<file path="src/rtl/branch_predictor_table_if.sv">
// Fetch/execute-side interface of the branch predictor table: lookup request,
// registered prediction and resolved-branch training port.
interface branch_predictor_table_if #(
  parameter int unsigned XLEN = 32
);
  logic            fetch_valid;
  logic [XLEN-1:0] fetch_pc;
  logic            pred_valid;
  logic            pred_taken;
  logic [XLEN-1:0] pred_target;
  logic            update_valid;
  logic [XLEN-1:0] update_pc;
  logic [XLEN-1:0] update_target;
  logic            update_taken;
  logic            update_is_branch;
  logic            update_is_jump;

  modport master (
    output fetch_valid, fetch_pc,
    output update_valid, update_pc, update_target, update_taken,
    output update_is_branch, update_is_jump,
    input  pred_valid, pred_taken, pred_target
  );

  modport slave (
    input  fetch_valid, fetch_pc,
    input  update_valid, update_pc, update_target, update_taken,
    input  update_is_branch, update_is_jump,
    output pred_valid, pred_taken, pred_target
  );
endinterface

</file>
<file path="src/rtl/branch_predictor_table.sv">
// Direct-mapped saturating-counter predictor with tagged BTB, 1-cycle lookup.
// Optional gshare counter indexing is enabled by defining BPU_GSHARE_EN.
module branch_predictor_table #(
  parameter int unsigned XLEN     = 32,
  parameter int unsigned ENTRIES  = 16,
  parameter int unsigned CNT_BITS = 2,
  parameter int unsigned TAG_BITS = 8,
  parameter int unsigned GHR_BITS = 4
) (
  input logic                     clk,
  input logic                     rst_n,
  branch_predictor_table_if.slave bus
);

  localparam int unsigned IDX_BITS = $clog2(ENTRIES);
  localparam logic [CNT_BITS-1:0] CNT_MAX = '1;
  localparam logic [CNT_BITS-1:0] CNT_WNT = CNT_BITS'((1 << (CNT_BITS - 1)) - 1);
  localparam logic [CNT_BITS-1:0] CNT_WT  = CNT_BITS'(1 << (CNT_BITS - 1));

  typedef logic [IDX_BITS-1:0] idx_t;
  typedef logic [TAG_BITS-1:0] tag_t;
  typedef logic [CNT_BITS-1:0] cnt_t;
  typedef logic [XLEN-1:0]     addr_t;

  // Elaboration-time parameter sanity
  if (ENTRIES < 4 || (ENTRIES & (ENTRIES - 1)) != 0 || CNT_BITS < 2 ||
      GHR_BITS > IDX_BITS || XLEN < IDX_BITS + 2 + TAG_BITS) begin : g_param_check
    $error("branch_predictor_table: illegal parameter combination");
  end

  logic  valid_q  [ENTRIES];
  logic  jump_q   [ENTRIES];
  tag_t  tag_q    [ENTRIES];
  addr_t target_q [ENTRIES];
  cnt_t  cnt_q    [ENTRIES];

  logic  pred_valid_q;
  logic  pred_taken_q;
  addr_t pred_target_q;

  idx_t  l_idx;
  idx_t  l_cidx;
  tag_t  l_tag;
  logic  l_hit;
  logic  l_taken;
  addr_t l_target;

  idx_t  u_idx;
  idx_t  u_cidx;
  tag_t  u_tag;
  logic  u_hit;
  logic  do_jump;
  logic  do_br;
  logic  do_br_hit;
  logic  do_alloc;
  logic  entry_wr;
  logic  target_wr;
  logic  cnt_wr;
  cnt_t  cnt_cur;
  cnt_t  cnt_nxt;

  // Only the index/tag fields of the update PC matter; the rest is don't-care
  logic unused_update_pc;
  assign unused_update_pc = ^bus.update_pc;

  assign l_idx = bus.fetch_pc[IDX_BITS+1:2];
  assign l_tag = bus.fetch_pc[IDX_BITS+2 +: TAG_BITS];
  assign u_idx = bus.update_pc[IDX_BITS+1:2];
  assign u_tag = bus.update_pc[IDX_BITS+2 +: TAG_BITS];

`ifdef BPU_GSHARE_EN
  logic [GHR_BITS-1:0] ghr_q;

  // Counters see PC index folded with global history; update uses pre-shift GHR
  assign l_cidx = l_idx ^ IDX_BITS'(ghr_q);
  assign u_cidx = u_idx ^ IDX_BITS'(ghr_q);

  always_ff @(posedge clk or negedge rst_n) begin
    if (!rst_n) begin
      ghr_q <= '0;
    end else if (do_br) begin
      ghr_q <= GHR_BITS'({ghr_q, bus.update_taken});
    end
  end
`else
  assign l_cidx = l_idx;
  assign u_cidx = u_idx;
`endif

  // Lookup against the pre-update table contents (read-before-write)
  always_comb begin
    l_hit    = valid_q[l_idx] && (tag_q[l_idx] == l_tag);
    l_taken  = l_hit && (jump_q[l_idx] || cnt_q[l_cidx][CNT_BITS-1]);
    l_target = l_taken ? target_q[l_idx] : bus.fetch_pc + XLEN'(4);
  end

  // Training decode: jump wins over branch; not-taken misses leave the table alone
  always_comb begin
    u_hit     = valid_q[u_idx] && (tag_q[u_idx] == u_tag);
    do_jump   = bus.update_valid && bus.update_is_jump;
    do_br     = bus.update_valid && bus.update_is_branch && !bus.update_is_jump;
    do_br_hit = do_br && u_hit;
    do_alloc  = do_br && !u_hit && bus.update_taken;
    entry_wr  = do_jump || do_alloc;
    target_wr = do_jump || (do_br && bus.update_taken);
    cnt_wr    = do_jump || do_br_hit || do_alloc;
  end

  // Next counter value with saturation at both ends
  always_comb begin
    cnt_cur = cnt_q[u_cidx];
    cnt_nxt = cnt_cur;
    if (do_jump) begin
      cnt_nxt = CNT_MAX;
    end else if (do_alloc) begin
      cnt_nxt = CNT_WT;
    end else if (do_br_hit) begin
      if (bus.update_taken && cnt_cur != CNT_MAX) begin
        cnt_nxt = cnt_cur + CNT_BITS'(1);
      end else if (!bus.update_taken && cnt_cur != '0) begin
        cnt_nxt = cnt_cur - CNT_BITS'(1);
      end
    end
  end

  // Reset-cleared per-entry state
  always_ff @(posedge clk or negedge rst_n) begin
    if (!rst_n) begin
      for (int unsigned i = 0; i < ENTRIES; i++) begin
        valid_q[IDX_BITS'(i)] <= 1'b0;
        jump_q[IDX_BITS'(i)]  <= 1'b0;
        cnt_q[IDX_BITS'(i)]   <= CNT_WNT;
      end
    end else begin
      if (entry_wr) begin
        valid_q[u_idx] <= 1'b1;
      end
      if (do_jump) begin
        jump_q[u_idx] <= 1'b1;
      end else if (do_br_hit || do_alloc) begin
        jump_q[u_idx] <= 1'b0;
      end
      if (cnt_wr) begin
        cnt_q[u_cidx] <= cnt_nxt;
      end
    end
  end

  // Tags and targets are qualified by valid, so they carry no reset
  always_ff @(posedge clk) begin
    if (entry_wr) begin
      tag_q[u_idx] <= u_tag;
    end
    if (target_wr) begin
      target_q[u_idx] <= bus.update_target;
    end
  end

  // Registered prediction; target holds while idle
  always_ff @(posedge clk or negedge rst_n) begin
    if (!rst_n) begin
      pred_valid_q  <= 1'b0;
      pred_taken_q  <= 1'b0;
      pred_target_q <= '0;
    end else begin
      pred_valid_q <= bus.fetch_valid;
      pred_taken_q <= bus.fetch_valid && l_taken;
      if (bus.fetch_valid) begin
        pred_target_q <= l_target;
      end
    end
  end

  assign bus.pred_valid  = pred_valid_q;
  assign bus.pred_taken  = pred_taken_q;
  assign bus.pred_target = pred_target_q;

endmodule

</file>
<file path="src/flat_wrapper.sv">
// flat-port wrapper written by rule: the top's interface ports become plain ports
module branch_predictor_table_flat 
#(
  parameter int unsigned XLEN     = 32,
  parameter int unsigned ENTRIES  = 16,
  parameter int unsigned CNT_BITS = 2,
  parameter int unsigned TAG_BITS = 8,
  parameter int unsigned GHR_BITS = 4
)
  (clk, rst_n, bus_fetch_valid, bus_fetch_pc, bus_update_valid, bus_update_pc, bus_update_target, bus_update_taken, bus_update_is_branch, bus_update_is_jump, bus_pred_valid, bus_pred_taken, bus_pred_target);
  branch_predictor_table_if #(.XLEN(XLEN)) bus_i ();
  input logic clk;
  input logic rst_n;
  input wire logic [$bits(bus_i.fetch_valid)-1:0] bus_fetch_valid;
  input wire logic [$bits(bus_i.fetch_pc)-1:0] bus_fetch_pc;
  input wire logic [$bits(bus_i.update_valid)-1:0] bus_update_valid;
  input wire logic [$bits(bus_i.update_pc)-1:0] bus_update_pc;
  input wire logic [$bits(bus_i.update_target)-1:0] bus_update_target;
  input wire logic [$bits(bus_i.update_taken)-1:0] bus_update_taken;
  input wire logic [$bits(bus_i.update_is_branch)-1:0] bus_update_is_branch;
  input wire logic [$bits(bus_i.update_is_jump)-1:0] bus_update_is_jump;
  output wire logic [$bits(bus_i.pred_valid)-1:0] bus_pred_valid;
  output wire logic [$bits(bus_i.pred_taken)-1:0] bus_pred_taken;
  output wire logic [$bits(bus_i.pred_target)-1:0] bus_pred_target;
  assign bus_i.fetch_valid = bus_fetch_valid;
  assign bus_i.fetch_pc = bus_fetch_pc;
  assign bus_i.update_valid = bus_update_valid;
  assign bus_i.update_pc = bus_update_pc;
  assign bus_i.update_target = bus_update_target;
  assign bus_i.update_taken = bus_update_taken;
  assign bus_i.update_is_branch = bus_update_is_branch;
  assign bus_i.update_is_jump = bus_update_is_jump;
  assign bus_pred_valid = bus_i.pred_valid;
  assign bus_pred_taken = bus_i.pred_taken;
  assign bus_pred_target = bus_i.pred_target;
  branch_predictor_table #(.XLEN(XLEN), .ENTRIES(ENTRIES), .CNT_BITS(CNT_BITS), .TAG_BITS(TAG_BITS), .GHR_BITS(GHR_BITS)) u_core (.clk(clk), .rst_n(rst_n), .bus(bus_i));
endmodule
</file>
<file path="config.mk">
export PLATFORM = sky130hd
export DESIGN_NAME = branch_predictor_table_flat
export DESIGN_NICKNAME = d
export VERILOG_FILES = /design/src/rtl/branch_predictor_table_if.sv /design/src/rtl/branch_predictor_table.sv /design/src/flat_wrapper.sv
export SDC_FILE = /design/constraint.sdc
export NUM_CORES = 1
export LEC_CHECK = 0
export ABC_AREA = 1
export CAP_MARGIN = 40
export CORE_MARGIN = 2
export CORE_UTILIZATION = 45
export CTS_BUF_LIST = sky130_fd_sc_hd__clkbuf_2 sky130_fd_sc_hd__clkbuf_4 sky130_fd_sc_hd__clkbuf_8
export DETAILED_ROUTE_END_ITERATION = 7
export HOLD_SLACK_MARGIN = 0.15
export PLACE_DENSITY = 0.7
export SYNTH_ARGS = -nofsm -noshare
export SYNTH_HDL_FRONTEND = slang
export SYNTH_SLANG_ARGS = --single-unit
</file>
<file path="constraint.sdc">
create_clock -name clk -period 2.4 [get_ports clk]
set_input_delay 0.24 -clock clk [delete_from_list [all_inputs] [get_ports clk]]
set_output_delay 0.24 -clock clk [all_outputs]
set_load 0.03 [all_outputs]
</file>
==> summary.md <==
| Metric | Value |
|---|---|
| Layout Area Growth over Synthesis | 26.63% |
| CP Capture Type | register |
| Final hold slack | 242.8 ps |
| Violated checks | setup timing |
| Cells after Synth | 3045 |
| Maxcap violations | 0 |
| Clock sinks | 738 |
| Leak | 0.01554 µW |
| Most Frequent Cell on Critical Path | nand2_1 |
| Sequential fraction of the synthesis area | 0.6738 |
| Final Setup Violations | 65 |
| Initial DRC Count | 3116 |
| Final #Nets | 3543 |
| Site Rows | 98 |
| Delay of the slowest critical-path stage | 420 ps |
| Crit share post-route | 1.025 |
| Final Hold Violating Endpoints | 0 |
| Fillers | 5854 |
| Die footprint | 0.07369 mm² |
| Die Y | 271.5 µm |
| Synthesized area | 0.03219 mm² |
| Synth cell types | 45 |
| PD cells | 714.7 mW/mm² |
| Setup Skew | 68.12 ps |
| Initial Util | 0.4526 |
| Layout cell share with drive strength beyond 1 | 0.2135 |
| Clk_lat worst skew | 770 ps |
| Core area | 0.07112 mm² |
| Clock Path Buffers | 3 |
| Gpl congestion | 0.9872 |
| Vias in the first global route | 23670 |
| RSZ-0062 raised after global routing | true |
| Commonest cells after routing, fill and taps aside | nand2_1, edfxtp_1, nor2_1 |
| Design Area, Final | 0.04076 mm² |
| Worst setup margin | -60.27 ps |
| Most common cell after layout, fill and taps aside | nand2_1 |
| I/O Buffers | 116 |
| First-pass GRT wire length | 143600 µm |
| Grt total ovfl | 0 |
| CTS tree | done |
| Worst Path Arrival | 3110 ps |
| HP Class | input pin to register |
| Critical path, cell by cell | nand2_1 > o21ai_0 > nand2_1 > nand2_1 > nand2_1 > nand2_2 > buf_4 > nor3_1 > buf_4 > nor2_1 > nand2_1 > nor2_4 > buf_4 > nand4_1 > nand3_1 > nand2_2 > buf_12 > nand2_4 > nand2_2 |
| Final ANT Viol Nets | 0 |
| Yosys top cell area share | 0.5970 |
| CP top delay family | simple AND/OR/NAND/NOR gates |
| Htree depth | 3 |
| Crit-path max FO | 8 |
| Syn avg cell area | 10.57 µm² |
| CP Class | register to register |
| Drc violations | 0 |
| Largest area contributor in the netlist | edfxtp_1 |
| CTS root buf | clkbuf_8 |
| Achievable Freq | 0.4065 GHz |
| Post-DP Area | 0.03724 mm² |
| Total GRT Usage | 0.2575 |
| Synthesized Nets | 3151 |
| Routed wire length | 97160 µm |
| IO Count | 137 |
| CTS clk-pin slew, worst paths | 60 ps |
| Slew @ Worst Pin | 819.2 ps |
| Drt via density | 5.561 |
| Slew HR | 0.4538 |
| Top cells by area, synth | edfxtp_1, nand2_1, dfrtp_1 |
| Initial DRT Pass Iterations | 6 |
| Drt wl/cell | 21.65 µm |
| Vias | 24950 |
| Initial antenna violation count | 6 |
| Nature of the critical path startpoint | register |
| Run status | complete, but fails checks |
| CP Buf/Inv Count | 4 |
| Worst endpoint required time | 3050 ps |
| Largest net degree at the start of global routing | 101 |
| Max-slew violation count | 0 |
| Antenna diodes | 0 |
| Yosys reg bits | 738 |
| Die width | 271.5 µm |
| Tmin final | 2460 ps |
| Slowest cell on crit path | edfxtp_1 |
| Total CTS buffers | 115 |
| DP HPWL | 62540 µm |
| Peak VDD IR | 0.5221 mV |
| Ys Warns | 0 |
-- flip-flops by register name, summed over array words and instances, names as in the netlist, named ones only --
register and flops:
u_core.bus.pred_taken 1, u_core.bus.pred_target 32, u_core.bus.pred_valid 1, u_core.cnt_q 32, u_core.tag_q 128, u_core.target_q 512, u_core.valid_q 16
-- metal layers --
metal / share of wire / global-route usage
met1: 0.40 / 0.3520
met2: 0.48 / 0.4155
met3: 0.089 / 0.05015
met4: 0.028 / 0.08357
met5: 0.00061 / 0
-- power by group --
| group | internal [µW] | switching [µW] |
|---|---|---|
| clock | 6040 | 5080 |
| sequential | 14400 | 255 |
| combinational | 1290 | 2090 |
| total | 21700 | 7420 |
-- worst register-to-register path: stages (launching register included) --
cell,delay (ps)
edfxtp_1,420
nand2_1,100
o21ai_0,80
nand2_1,70
nand2_1,50
nand2_1,70
nand2_2,70
buf_4,130
nor3_1,240
buf_4,180
nor2_1,40
nand2_1,90
nor2_4,50
buf_4,130
nand4_1,90
nand3_1,100
nand2_2,140
buf_12,170
nand2_4,80
nand2_2,70
-- what timing repair did --
item,in CTS,in global routing
setup endpoints to repair,188,225
endpoints found under the hold margin,114,0
cloned,4,2
hold buffers,4,0
resized for setup,81,159
pin swaps,18,49
buffers inserted,6,7
-- final timing paths --
| path | slack (ps) | endpoint | depth (start not counted) | start |
|---|---|---|---|---|
| worst max-delay path | -60 | u_core.cnt_q[30] | 19 | u_core.tag_q[1][5] |
| worst min-delay path | 240 | u_core.bus.pred_target[1] | 5 | bus_fetch_pc[1] |
| worst max register to register | -60 | u_core.cnt_q[30] | 19 | u_core.tag_q[1][5] |
| worst min register to register | 470 | u_core.cnt_q[24] | 2 | u_core.cnt_q[24] |
| max in group asynchronous | 1380 | u_core.cnt_q[0] | 4 | rst_n |
| min in group asynchronous | 690 | u_core.bus.pred_target[25] | 4 | rst_n |
-- kinds of logic (layout without fill, tap and decap cells) --
kind of cell             count (synthesis)  after routing  synth area share
AND/OR/NAND/NOR                       1331           1331            0.1654
AO/OA/AOI/OAI                          632            632            0.1121
adder cells (fa/ha/maj)                  3              3          0.001166
XOR/XNOR                                23             23          0.006258
flip-flops                             738            738            0.6738
buffers and inverters                  318            810           0.04128
-- final cells by class --
class	instances	area (µm²)	area share
Clock inverter	58	470.5	0.01154
Sequential cell	738	21690	0.5321
Inverter	142	571.8	0.01403
Clock buffer	159	2007	0.04924
Tap cell	950	1189	0.02916
Multi-Input combinational cell	1989	10060	0.2469
Timing Repair Buffer	451	4768	0.1170
-- cells in the mapped netlist, drive strengths merged --
master / count
dfrtp: 82
a221oi: 17
xor2: 17
o21bai: 12
edfxtp: 640
ha: 3
or2: 5
a22oi: 9
a31oi: 17
o221ai: 18
nor4: 3
clkinv: 2
and2: 1
o211ai: 39
buf: 68
dfstp: 16
nand4: 18
nand3b: 1
a211oi: 1
o21ai: 393
clkbuf: 108
nand2: 752
nor3: 18
nand3: 83
o31ai: 3
o22ai: 102
inv: 140
xnor2: 6
nor2: 450
a21oi: 21
-- through the flow --
step / utilization / cells / setup TNS [ps] / setup slack [ps] / power, µW
finish: 0.5732 / 4487 / -975.9 / -60.27 / 29130
global route: 0.5732 / 4487 / -24490 / -177.8 / 30130
CTS: 0.5650 / 4481 / -1915 / -43.07 / 29070
detailed placement: 0.5237 / 4250 / -192030 / -729.4 / 17920
global placement: 0.5237 / 4250 / -174060 / -694.2 / 17880
floorplan: - / 3045 / -186980 / -451.4 / 16310
Note: power is estimated with default switching activity, not from simulation.
